--- src/rtl/mpsoc_wb_uart_ctrl.sv ---
// Wishbone classic master that initialises a 16550-style UART and streams bytes into THR.
// Optional polled receive path is enabled by defining UART_CTRL_RX_EN.
module mpsoc_wb_uart_ctrl #(
   parameter logic [31:0] UART_BASE  = 32'h0000_0000,
   parameter logic [15:0] DIVISOR    = 16'd27,
   parameter logic [7:0]  LCR_VAL    = 8'h03,
   parameter logic [4:0]  FIFO_DEPTH = 5'd16
) (
   input  logic        wb_clk_i,
   input  logic        wb_rst_ni,
   output logic [31:0] wb_adr_o,
   output logic [31:0] wb_dat_o,
   output logic [3:0]  wb_sel_o,
   output logic        wb_we_o,
   output logic        wb_cyc_o,
   output logic        wb_stb_o,
   output logic [2:0]  wb_cti_o,
   output logic [1:0]  wb_bte_o,
   input  logic [31:0] wb_dat_i,
   input  logic        wb_ack_i,
   input  logic [7:0]  tx_data_i,
   input  logic        tx_valid_i,
   output logic        tx_ready_o,
`ifdef UART_CTRL_RX_EN
   output logic [7:0]  rx_data_o,
   output logic        rx_valid_o,
   input  logic        rx_ready_i,
`endif
   output logic        init_done_o
);

   typedef enum logic [2:0] {S_INIT, S_IDLE, S_POLL, S_THR, S_RBR} state_t;

   localparam logic [2:0] IDX_THR   = 3'd0;
   localparam logic [2:0] IDX_LSR   = 3'd5;
   localparam logic [2:0] LAST_STEP = 3'd5;

   state_t     state, state_nx;
   logic [2:0] step, step_nx;
   logic       stb, stb_nx;
   logic       we, we_nx;
   logic [2:0] idx, idx_nx;
   logic [7:0] wdat, wdat_nx;
   logic [4:0] credits, credits_nx;
   logic       done, done_nx;
   logic [7:0] rbyte;
`ifdef UART_CTRL_RX_EN
   logic [7:0] rx_data, rx_data_nx;
   logic       rx_valid, rx_valid_nx;
`endif

   // Init table entry: {register index, byte to write}
   function automatic logic [10:0] init_entry(input logic [2:0] s);
      case (s)
         3'd0:    init_entry = {3'd3, 8'h80 | LCR_VAL};
         3'd1:    init_entry = {3'd0, DIVISOR[7:0]};
         3'd2:    init_entry = {3'd1, DIVISOR[15:8]};
         3'd3:    init_entry = {3'd3, LCR_VAL};
         3'd4:    init_entry = {3'd2, 8'h07};
         default: init_entry = {3'd1, 8'h00};
      endcase
   endfunction

   assign rbyte = wb_dat_i[{idx[1:0], 3'b000} +: 8];

   always_ff @(posedge wb_clk_i or negedge wb_rst_ni) begin
      if (!wb_rst_ni) begin
         state    <= S_INIT;
         step     <= 3'd0;
         stb      <= 1'b0;
         we       <= 1'b0;
         idx      <= 3'd0;
         wdat     <= 8'h00;
         credits  <= 5'd0;
         done     <= 1'b0;
`ifdef UART_CTRL_RX_EN
         rx_data  <= 8'h00;
         rx_valid <= 1'b0;
`endif
      end else begin
         state    <= state_nx;
         step     <= step_nx;
         stb      <= stb_nx;
         we       <= we_nx;
         idx      <= idx_nx;
         wdat     <= wdat_nx;
         credits  <= credits_nx;
         done     <= done_nx;
`ifdef UART_CTRL_RX_EN
         rx_data  <= rx_data_nx;
         rx_valid <= rx_valid_nx;
`endif
      end
   end

   // Accesses are issued only while stb is low, which guarantees the idle cycle after each ack.
   always_comb begin
      state_nx   = state;
      step_nx    = step;
      stb_nx     = stb;
      we_nx      = we;
      idx_nx     = idx;
      wdat_nx    = wdat;
      credits_nx = credits;
      done_nx    = done;
`ifdef UART_CTRL_RX_EN
      rx_data_nx  = rx_data;
      rx_valid_nx = rx_valid;
      if (rx_valid && rx_ready_i) rx_valid_nx = 1'b0;
`endif
      case (state)
         S_INIT: begin
            if (!stb) begin
               stb_nx             = 1'b1;
               we_nx              = 1'b1;
               {idx_nx, wdat_nx}  = init_entry(step);
            end else if (wb_ack_i) begin
               stb_nx = 1'b0;
               if (step == LAST_STEP) begin
                  done_nx  = 1'b1;
                  state_nx = S_IDLE;
               end else begin
                  step_nx = step + 3'd1;
               end
            end
         end
         S_IDLE: begin
            if (tx_valid_i && credits != 5'd0) begin
               stb_nx   = 1'b1;
               we_nx    = 1'b1;
               idx_nx   = IDX_THR;
               wdat_nx  = tx_data_i;
               state_nx = S_THR;
            end else if (tx_valid_i) begin
               stb_nx   = 1'b1;
               we_nx    = 1'b0;
               idx_nx   = IDX_LSR;
               wdat_nx  = 8'h00;
               state_nx = S_POLL;
            end
`ifdef UART_CTRL_RX_EN
            else if (!rx_valid) begin
               stb_nx   = 1'b1;
               we_nx    = 1'b0;
               idx_nx   = IDX_LSR;
               wdat_nx  = 8'h00;
               state_nx = S_POLL;
            end
`endif
         end
         S_POLL: begin
            if (stb && wb_ack_i) begin
               stb_nx   = 1'b0;
               state_nx = S_IDLE;
               // THRE means the TX FIFO is empty, so the full depth is available again
               if (rbyte[5]) credits_nx = FIFO_DEPTH;
`ifdef UART_CTRL_RX_EN
               if (rbyte[0] && !rx_valid) state_nx = S_RBR;
`endif
            end
         end
         S_THR: begin
            if (stb && wb_ack_i) begin
               stb_nx   = 1'b0;
               state_nx = S_IDLE;
               if (credits != 5'd0) credits_nx = credits - 5'd1;
            end
         end
`ifdef UART_CTRL_RX_EN
         S_RBR: begin
            if (!stb) begin
               stb_nx  = 1'b1;
               we_nx   = 1'b0;
               idx_nx  = IDX_THR;
               wdat_nx = 8'h00;
            end else if (wb_ack_i) begin
               stb_nx      = 1'b0;
               rx_data_nx  = rbyte;
               rx_valid_nx = 1'b1;
               state_nx    = S_IDLE;
            end
         end
`endif
         default: state_nx = S_INIT;
      endcase
   end

   assign wb_cyc_o    = stb;
   assign wb_stb_o    = stb;
   assign wb_we_o     = stb & we;
   assign wb_adr_o    = stb ? (UART_BASE + {29'd0, idx}) : 32'h0;
   assign wb_dat_o    = (stb && we) ? {4{wdat}} : 32'h0;
   assign wb_sel_o    = stb ? (4'b0001 << idx[1:0]) : 4'b0000;
   assign wb_cti_o    = 3'b000;
   assign wb_bte_o    = 2'b00;
   assign tx_ready_o  = (state == S_THR) && stb && wb_ack_i;
   assign init_done_o = done;
`ifdef UART_CTRL_RX_EN
   assign rx_data_o   = rx_data;
   assign rx_valid_o  = rx_valid;
`endif

endmodule

--- config.mk ---
export PLATFORM = sky130hd
export DESIGN_NAME = mpsoc_wb_uart_ctrl
export DESIGN_NICKNAME = d
export VERILOG_FILES = /design/src/rtl/mpsoc_wb_uart_ctrl.sv
export SDC_FILE = /design/constraint.sdc
export NUM_CORES = 1
export LEC_CHECK = 0
export CAP_MARGIN = 20
export CORE_AREA = 10 10 89 91
export DETAILED_ROUTE_END_ITERATION = 12
export DIE_AREA = 0 0 99 101
export GPL_TIMING_DRIVEN = 0
export PLACE_DENSITY = 0.68
export SLEW_MARGIN = 30
export SYNTH_ARGS = -nofsm -noshare
export SYNTH_HDL_FRONTEND = slang
export SYNTH_SLANG_ARGS = --single-unit
--- constraint.sdc ---
create_clock -name wb_clk_i -period 2.92 [get_ports wb_clk_i]
set_clock_uncertainty 0.05 [all_clocks]
set_input_delay 0.584 -clock wb_clk_i [delete_from_list [all_inputs] [get_ports wb_clk_i]]
set_output_delay 0.584 -clock wb_clk_i [all_outputs]
set_load 0.1 [all_outputs]
==> results of run 1 <==
==> cell type report <==
class / instances / area share
plain buffers: 64 / 0.176
clock buffers: 3 / 0.0151
clock inverters: 1 / 0.0110
inverters: 11 / 0.0151
multi-input cells: 136 / 0.298
flip-flops and latches: 24 / 0.220
well taps: 77 / 0.0353
repair buffers: 59 / 0.229
==> critical path, stage by stage <==
cell             delay (ps)
clkdlybuf4s50_1         520
and4_4                  280
dlygate4sd2_1           860
==> layer usage <==
metal	vias up	wire length [µm]
li1	780	-
met1	683	1820
met4	0	68
met3	5	424
met5	-	0
met2	57	2290
==> repair_timing <==
action                                  in CTS  in global routing
hold buffers                                 0                  0
endpoints found under the setup margin      34                  2
pin swaps                                    0                  0
resized for setup                           97                  2
==> layout by cell type (no fill, tap or decap), drive strengths merged, types with 3 or more instances in the layout <==
cell type and count:
a21oi 13, nand2 12, conb 34, a22oi 4
clkdlybuf4s15 31, clkdlybuf4s50 22, inv 11, nor3 3
o21ai 13, and3 9, buf 65, nor2b 4
or3 3, dfrtp 24, ha 5, nor2 12
and2 4, clkbuf 4
==> worst paths after layout <==
check,start,end,slack [ps],depth (start not counted)
max in group asynchronous,wb_rst_ni,wb_cyc_o,2200,1
min,wb_rst_ni,idx[1],230,1
max reg2reg,credits[0],idx[0],1070,6
min in group wb_clk_i,init_done_o,init_done_o,440,1
max,wb_ack_i,tx_ready_o,40,3
min reg2reg,init_done_o,init_done_o,440,1
==> through the flow <==
stage / area (µm²) / hold WS (ps) / utilization / worst slack, ps
floorplan: 1940 / 238 / - / 75.0
global placement: 2630 / 420 / 0.423 / -241
detailed placement: 2620 / 424 / 0.422 / -250
CTS: 2730 / 254 / 0.439 / 29.8
global route: 2730 / 271 / 0.440 / 3.22
finish: 2730 / 229 / 0.440 / 37.3
==> logic make-up after synthesis <==
logic type | count (synthesis)
buffers and inverters | 75
and+or+nand+nor | 54
AOI/OAI and AO/OA | 39
DFF | 24
adders and majority gates | 5
muxes | 3
other | 1
xor gates and xnor gates | 1
==> registers in the layout, summed over array words and instances, names as in the netlist <==
name	count
credits	5
idx	3
init_done_o	1
state	2
step	3
wb_cyc_o	1
wdat	8
we	1
==> qor.csv, run 1 <==
stage,metric,value,unit
setup_path,critical path required time,2290,ps
timing,measured slew at the worst slew-check pin,1010,ps
clock_tree,clock-pin slew on the worst setup and hold paths,90,ps
floorplanning,die area,10000,µm²
routing,First-pass DRT Iterations,4,
clock_tree,Max clock buf depth,2,
clock_tree,cts bufs inserted,3,
clock_tree,clock root cell,clkbuf_8,
final_layout,layout cells sized above 1,0.406,
logic_synthesis,Synth area leaders,"dfrtp_1 (34%), buf_4 (25%), a21oi_1 (3.6%)",
timing,Slew Limit Fails,0,
timing,minimum clock period,2880,ps
logic_synthesis,Yosys top cell area share,0.335,
global_routing,first-pass GRT wire length,7650,µm
global_routing,gr ovfl total,0,
logic_synthesis,Synth cell types,40,
setup_path,Worst Setup Start Kind,input pin,
setup_path,CP Data Arrival Time,2250,ps
global_routing,busiest layer in global routing,met2,
logic_synthesis,Mean Syn Cell Area,8.86,µm²
place,# port buffers,59,
global_routing,initial antenna violation count,0,
logic_synthesis,Post-synth EDFFs,0,
final_layout,multi-input logic area,813,µm²
routing,final WL,4610,µm
clock_tree,CTS Sinks,24,
floorplanning,Core ar.,6200,µm²
floorplanning,chip width,99,µm
global_routing,largest net degree at the start of global routing,25,
timing,fmax,0.347,GHz
worst_hold_path,min-delay worst type,in -> async,
timing,Slew headroom,0.325,
routing,vias per cell,4.07,
clock_tree,CTS tree,done,
logic_synthesis,biggest area consumer among synthesized cells,dfrtp_1,
logic_synthesis,fraction of the mapped netlist area in adder cells,0.0349,
final_layout,storage element area,602,µm²
floorplanning,Die Ht,101,µm
logic_synthesis,Yosys reg bits,24,
global_routing,GR met3 Demand/Resource,0.0302,
place,Placed Cells,371,
global_routing,GR Util met2,0.160,
timing,Setup-failing EPs final,0,
routing,via count,1525,
logic_synthesis,Post-Syn Instances,202,
routing,DR WL/cell,12.3,µm
timing,RSZ-0062 raised after global routing,false,
timing,TNS Setup,0,ps
clock_tree,H-tree levels,1,
global_routing,number of global-route vias before repair,1598,
logic_synthesis,Synth Area in Simple Gates,0.168,
clock_tree,Post-CTS Setup Inserts,0,
final_layout,Nets,348,
setup_path,Critical Setup Path Class,in -> out,
timing,fraction of the cycle the final worst path needs,0.987,
global_routing,M1 GR Usage,0.0965,
final_layout,"non-filler cells, final",375,
routing,Residual DRC,0,
logic_synthesis,multiplexer share of the synthesized area,0.0252,
logic_synthesis,"count leader, synth",buf_4,
floorplanning,Ports,122,
logic_synthesis,"Top FF cell, synth",dfrtp_1,
global_routing,GR Util All Layers,0.0905,
floorplanning,row count,29,
final_layout,n_diodes,0,
logic_synthesis,ys async rst share,1.00,
logic_synthesis,"top cells by count, synth","buf_4 (60), dfrtp_1 (24), a21oi_1 (13), o21ai_0 (13)",
logic_synthesis,Synth Area in XOR/XNOR,0.00489,
setup_path,Critical Path Sink Type,primary output,
logic_synthesis,Synthesis Warnings,0,
setup_path,crit-path max FO,4,
outcome,status,finished clean,
logic_synthesis,register area share after synthesis,0.335,
routing,Detail Route Antenna Nets,0,
final_layout,FILL cells,598,
timing,"Hold Vio Cnt, Final",0,
flow_run,Max Cap Violations,0,
floorplanning,Starting Density,0.289,
final_layout,Synth-to-Final Area Change,52.5,%
clock_tree,clock latency at the later pin of the worst-skew pair,270,ps
logic_synthesis,Mapped Area,1790,µm²
logic_synthesis,main combinational cell family by area after synthesis,buffers and inverters,
routing,drt initial violations,45,
place,DP Wirelength,3860,µm
place,GP Congestion,0.823,
logic_synthesis,post-synthesis compound-gate area fraction,0.137,
Power of run 1 is left out: the tool's default activity adds up to more than one toggle a clock period on the data nets, which glitch-free logic cannot reach.
==> run 2: changes to the inputs <==
--- a/config.mk
+++ b/config.mk
@@ -5,12 +5,12 @@
 export SDC_FILE = /design/constraint.sdc
 export NUM_CORES = 1
 export LEC_CHECK = 0
-export CAP_MARGIN = 20
-export CORE_AREA = 10 10 89 91
+export CAP_MARGIN = 25
+export CORE_AREA = 10 10 66 123
 export DETAILED_ROUTE_END_ITERATION = 12
-export DIE_AREA = 0 0 99 101
+export DIE_AREA = 0 0 76 133
+export DONT_BUFFER_PORTS = 1
 export GPL_TIMING_DRIVEN = 0
-export PLACE_DENSITY = 0.68
 export SLEW_MARGIN = 30
 export SYNTH_ARGS = -nofsm -noshare
 export SYNTH_HDL_FRONTEND = slang
==> run 2 against run 1 <==
Sequential cell count unchanged. Via count fell by 14%. Die area up 1.1%. Critical path depth unchanged. Global-route usage down 1.4 points. Worst hold slack worse by 140 ps. Non-clock buffer count shrank 58. Worst setup slack better by 45 ps.
==> qor.csv, run 2 (synthesized netlist as in run 1, its figures left out) <==
stage,metric,value,unit,change
outcome,status,finished clean,,
timing,fmax,0.352,GHz,+1.6%
routing,drt initial violations,30,,-33%
global_routing,M1 GR Usage,0.0902,,-0.00630
routing,Detail Route Antenna Nets,0,,unchanged
setup_path,CP max-delay cell,nor2b_4,,
setup_path,Reg2Reg Setup Slack,840,ps,-230 ps
routing,final WL,4190,µm,-9.1%
clock_tree,Max clock buf depth,2,,unchanged
final_layout,top flop regs,"wdat: 8 flops, credits: 5 flops",,
clock_tree,clock-pin slew on the worst setup and hold paths,60,ps,-30 ps
final_layout,"leading cell types in the layout, fill and taps excluded","buf_4 (60), conb_1 (34), dfrtp_1 (23)",,
setup_path,Worst Setup Start Kind,flop,,
setup_path,CP Data Arrival Time,2200,ps,-50 ps
final_layout,"most common cell after layout, fill and taps aside",buf_4,,
routing,via count,1311,,-14%
clock_tree,cts bufs inserted,3,,unchanged
global_routing,GR Util met2,0.114,,-0.0463
final_layout,max reg flops,8,,unchanged
routing,vias per cell,4.02,,-1.1%
final_layout,Nets,290,,-17%
global_routing,first-pass GRT wire length,6600,µm,-14%
setup_path,crit-path max FO,10,,+6
timing,fraction of the cycle the final worst path needs,0.972,,-0.0155
global_routing,GR Util All Layers,0.0765,,-0.0140
final_layout,storage element area,604,µm²,+0.42%
global_routing,gr ovfl total,0,,unchanged
worst_hold_path,min-delay worst type,in -> async,,
setup_path,critical-path cell list,buf_6 -> and2_2 -> nor2b_4,,
global_routing,number of global-route vias before repair,1255,,-21%
setup_path,crit path capture,wb_sel_o[1],,
floorplanning,Ports,122,,unchanged
setup_path,reg2reg path depth,5,,-1
timing,measured slew at the worst slew-check pin,1000,ps,-5.20 ps
final_layout,multi-input logic area,865,µm²,+6.3%
floorplanning,Starting Density,0.288,,about the same
final_layout,fin area,2200,µm²,-19%
global_routing,busiest layer in global routing,met2,,
place,DP Area,2070,µm²,-21%
timing,TNS Setup,0,ps,unchanged
timing,RSZ-0062 raised after global routing,false,,
routing,Residual DRC,0,,unchanged
final_layout,layout cells sized above 1,0.379,,-0.0269
floorplanning,Core ar.,6210,µm²,about the same
floorplanning,die area,10100,µm²,+1.1%
setup_path,worst setup path startpoint,wb_cyc_o,,
routing,First-pass DRT Iterations,5,,+1
setup_path,critical path required time,2290,ps,about the same
final_layout,FILL cells,634,,+6.0%
final_layout,n_diodes,0,,unchanged
floorplanning,chip width,76,µm,-23%
clock_tree,Post-CTS Setup Inserts,0,,unchanged
clock_tree,clock latency at the later pin of the worst-skew pair,250,ps,-20 ps
floorplanning,row count,41,,+41%
setup_path,worst r2r dst,credits[3],,
setup_path,Critical Setup Path Class,reg -> out,,
final_layout,Synth-to-Final Area Change,22.9,%,
clock_tree,CTS Sinks,24,,unchanged
timing,Slew headroom,0.328,,+0.00340
final_layout,Top reg by flops,wdat,,
timing,"Hold Vio Cnt, Final",0,,unchanged
clock_tree,H-tree levels,1,,unchanged
setup_path,Reg-to-Reg Start,wb_cyc_o,,
routing,DR WL/cell,12.8,µm,+4.5%
floorplanning,Die Ht,133,µm,+32%
place,# port buffers,0,,-100%
clock_tree,clock root cell,clkbuf_16,,
clock_tree,CTS tree,done,,
place,DP Wirelength,3560,µm,-7.8%
place,GP Congestion,0.824,,+0.11%
timing,Slew Limit Fails,0,,unchanged
global_routing,largest net degree at the start of global routing,25,,unchanged
global_routing,GR met3 Demand/Resource,0.0495,,+0.0193
flow_run,Max Cap Violations,0,,unchanged
timing,Setup-failing EPs final,0,,unchanged
setup_path,Critical Path Sink Type,primary output,,
setup_path,Slowest Stage Delay on Critical Path,640,ps,-220 ps
final_layout,post-layout util,0.354,,-0.0856
timing,minimum clock period,2840,ps,-45.3 ps
global_routing,initial antenna violation count,0,,unchanged
run 2: worst max-delay path, delay by kind of cell (launching register included):
kind / cells / cell delay [ps]
flops: 1 / 620
simple gates: 2 / 1130
buf+inv: 1 / 190
run 2: metal layers:
metal  up-vias  wire length [µm]
met1       580              1720
li1        664                 -
met3         2               572
met5         -                 0
met2        65              1880
met4         0                13
run 2: layout make-up:
cell class	instances	share of cell area
multi-input cells	136	0.393
flip-flops and latches	24	0.275
plain buffers	64	0.220
well taps	86	0.0489
clock buffers	4	0.0358
inverters	11	0.0188
repair buffers	1	0.00910
run 2: per-stage QoR:
stage | setup slack [ps] | hold slack (ps) | std cells
after global placement | -15.4 | 239 | 321
final | 82.6 | 90.3 | 326
after floorplan | 75.0 | 238 | 235
after global routing | 37.2 | 88.4 | 326
after CTS | 63.0 | 93.6 | 326
after detailed placement | 22.0 | 240 | 321
run 2: how the worst min path moves through the flow:
stage | from | to | slack, ps | cells after the start
floorplan | wb_rst_ni | credits[0] | 240 | 0
global placement | wb_rst_ni | credits[0] | 240 | 0
detailed placement | wb_rst_ni | credits[0] | 240 | 0
CTS | wb_rst_ni | credits[1] | 90 | 1
global route | wb_rst_ni | credits[0] | 90 | 1
finish | wb_rst_ni | credits[1] | 90 | 1
run 2: what timing repair did:
item                                   4_1_cts  5_1_grt
hold buffers                                 1        0
resized for setup                           10        0
endpoints found under the hold margin       24        0
setup endpoints to repair                   26        0
Power of run 2 is left out for the same reason.
==> run 3: changes to the inputs <==
--- a/config.mk
+++ b/config.mk
@@ -11,6 +11,7 @@
 export DIE_AREA = 0 0 76 133
 export DONT_BUFFER_PORTS = 1
 export GPL_TIMING_DRIVEN = 0
+export SETUP_SLACK_MARGIN = 0.15
 export SLEW_MARGIN = 30
 export SYNTH_ARGS = -nofsm -noshare
 export SYNTH_HDL_FRONTEND = slang
==> run 3 against run 2 <==
Count of clock-buffer cells in the layout unchanged. Critical path depth up 1. Core utilization up 0.38 points. Non-clock buffer count unchanged.
==> qor.csv, run 3 (synthesized netlist as in run 1, its figures left out) <==
stage,metric,value,unit,change
timing,"Hold Vio Cnt, Final",0,,unchanged
place,# port buffers,0,,unchanged
routing,Residual DRC,0,,unchanged
setup_path,critical path required time,2290,ps,about the same
floorplanning,Starting Density,0.288,,unchanged
final_layout,"leading cell types in the layout, fill and taps excluded","buf_4 (57), conb_1 (34), dfrtp_1 (23)",,
final_layout,Top reg by flops,wdat,,
clock_tree,clock-pin slew on the worst setup and hold paths,60,ps,about the same
setup_path,CP Data Arrival Time,2120,ps,-80 ps
global_routing,initial antenna violation count,0,,unchanged
final_layout,max reg flops,8,,unchanged
place,Placed Cells,321,,unchanged
clock_tree,Post-CTS Setup Inserts,0,,unchanged
global_routing,GR Util All Layers,0.0812,,+0.00473
routing,drt initial violations,49,,+63%
clock_tree,H-tree levels,1,,unchanged
place,GP Congestion,0.777,,-5.7%
floorplanning,Ports,122,,unchanged
timing,RSZ-0062 raised after global routing,true,,
routing,DR WL/cell,13.1,µm,+2.2%
timing,fmax,0.364,GHz,+3.2%
setup_path,Critical Setup Path Class,reg -> out,,
global_routing,largest net degree at the start of global routing,25,,unchanged
timing,Slew Limit Fails,0,,unchanged
final_layout,"most common cell after layout, fill and taps aside",buf_4,,
routing,Detail Route Antenna Nets,0,,unchanged
final_layout,n_diodes,0,,unchanged
routing,final WL,4280,µm,+2.2%
setup_path,Worst Setup Start Kind,flop,,
place,DP Wirelength,3600,µm,+1.0%
outcome,status,finished clean,,
floorplanning,Die Ht,133,µm,unchanged
clock_tree,Max clock buf depth,2,,unchanged
routing,vias per cell,4.08,,+1.5%
timing,fraction of the cycle the final worst path needs,0.942,,-0.0301
global_routing,GR Util met2,0.124,,+0.00951
floorplanning,die area,10100,µm²,unchanged
setup_path,CP max-delay cell,dfrtp_4,,
timing,Setup-failing EPs final,0,,unchanged
global_routing,GR met3 Demand/Resource,0.0434,,-0.00611
clock_tree,clock root cell,clkbuf_16,,
clock_tree,CTS tree,done,,
final_layout,Synth-to-Final Area Change,24.2,%,
global_routing,M1 GR Usage,0.0939,,+0.00367
timing,TNS Setup,0,ps,unchanged
routing,via count,1331,,+1.5%
global_routing,gr ovfl total,0,,unchanged
timing,measured slew at the worst slew-check pin,1010,ps,+8.81 ps
global_routing,number of global-route vias before repair,1289,,+2.7%
global_routing,busiest layer in global routing,met2,,
setup_path,"CP delay by family, top",buffers and inverters,,
floorplanning,Core ar.,6210,µm²,unchanged
clock_tree,clock latency at the later pin of the worst-skew pair,260,ps,about the same
setup_path,crit-path max FO,10,,unchanged
final_layout,layout cells sized above 1,0.388,,+0.00833
clock_tree,CTS Sinks,24,,unchanged
final_layout,Nets,290,,unchanged
worst_hold_path,min-delay worst type,in -> async,,
flow_run,Max Cap Violations,0,,unchanged
setup_path,worst path buffer plus inverter count,3,,+2
floorplanning,chip width,76,µm,unchanged
timing,minimum clock period,2750,ps,-88.0 ps
timing,Hold Slack,82.8,ps,-7.48 ps
floorplanning,row count,41,,unchanged
final_layout,"non-filler cells, final",326,,unchanged
setup_path,Critical Path Sink Type,primary output,,
global_routing,first-pass GRT wire length,6820,µm,+3.5%
clock_tree,cts bufs inserted,3,,unchanged
routing,First-pass DRT Iterations,4,,-1
setup_path,critical-path cell list,buf_6 -> clkbuf_2 -> and3_4 -> buf_4,,
setup_path,Slowest Stage Delay on Critical Path,620,ps,-20 ps
timing,Slew headroom,0.322,,-0.00589
final_layout,top flop regs,"wdat: 8 flops, credits: 5 flops",,
==> run 3: cell counts in the layout (fill, tap and decap cells not counted) <==
Identical to the previous run, type by type.
==> run 3: what timing repair did <==
item	CTS	global route
gates resized for setup	12	3
pin swaps	8	1
setup endpoints to repair	33	24
hold buffers	1	0
hold endpoints to repair	24	0
==> run 3: metrics by stage <==
stage | setup slack [ps] | utilization | cell area [µm²]
after floorplan | 189 | - | 1940
after CTS | 147 | 0.356 | 2210
after global routing | 108 | 0.358 | 2220
after global placement | 40.0 | 0.330 | 2050
after detailed placement | 25.6 | 0.333 | 2070
final | 171 | 0.358 | 2220
==> run 3: layout make-up <==
| class | instances | area [µm²] |
|---|---|---|
| inverters | 11 | 41.3 |
| multi-input cells | 136 | 867 |
| plain buffers | 64 | 494 |
| flip-flops and latches | 24 | 604 |
| repair buffers | 1 | 20.0 |
| clock buffers | 4 | 88.8 |
| well taps | 86 | 108 |
| fillers | 645 | 3980 |
==> run 3: path summary, 6_finish.rpt <==
check,depth (start not counted),start,to,slack [ps]
setup / recovery,4,wb_cyc_o,wb_dat_o[18],170
hold / removal,1,wb_rst_ni,credits[0],80
min in group wb_clk_i,2,tx_data_i[5],wdat[5],400
setup reg to reg,5,wb_cyc_o,credits[3],850
hold reg to reg,1,credits[0],credits[0],460
max in group asynchronous,1,wb_rst_ni,wb_cyc_o,2570
==> run 3: metal layers <==
layer | wire (µm) | share of wire
met5 | 0 | 0
met2 | 2040 | 0.48
met3 | 508 | 0.12
met4 | 52 | 0.012
met1 | 1670 | 0.39
Power of run 3 is left out for the same reason.
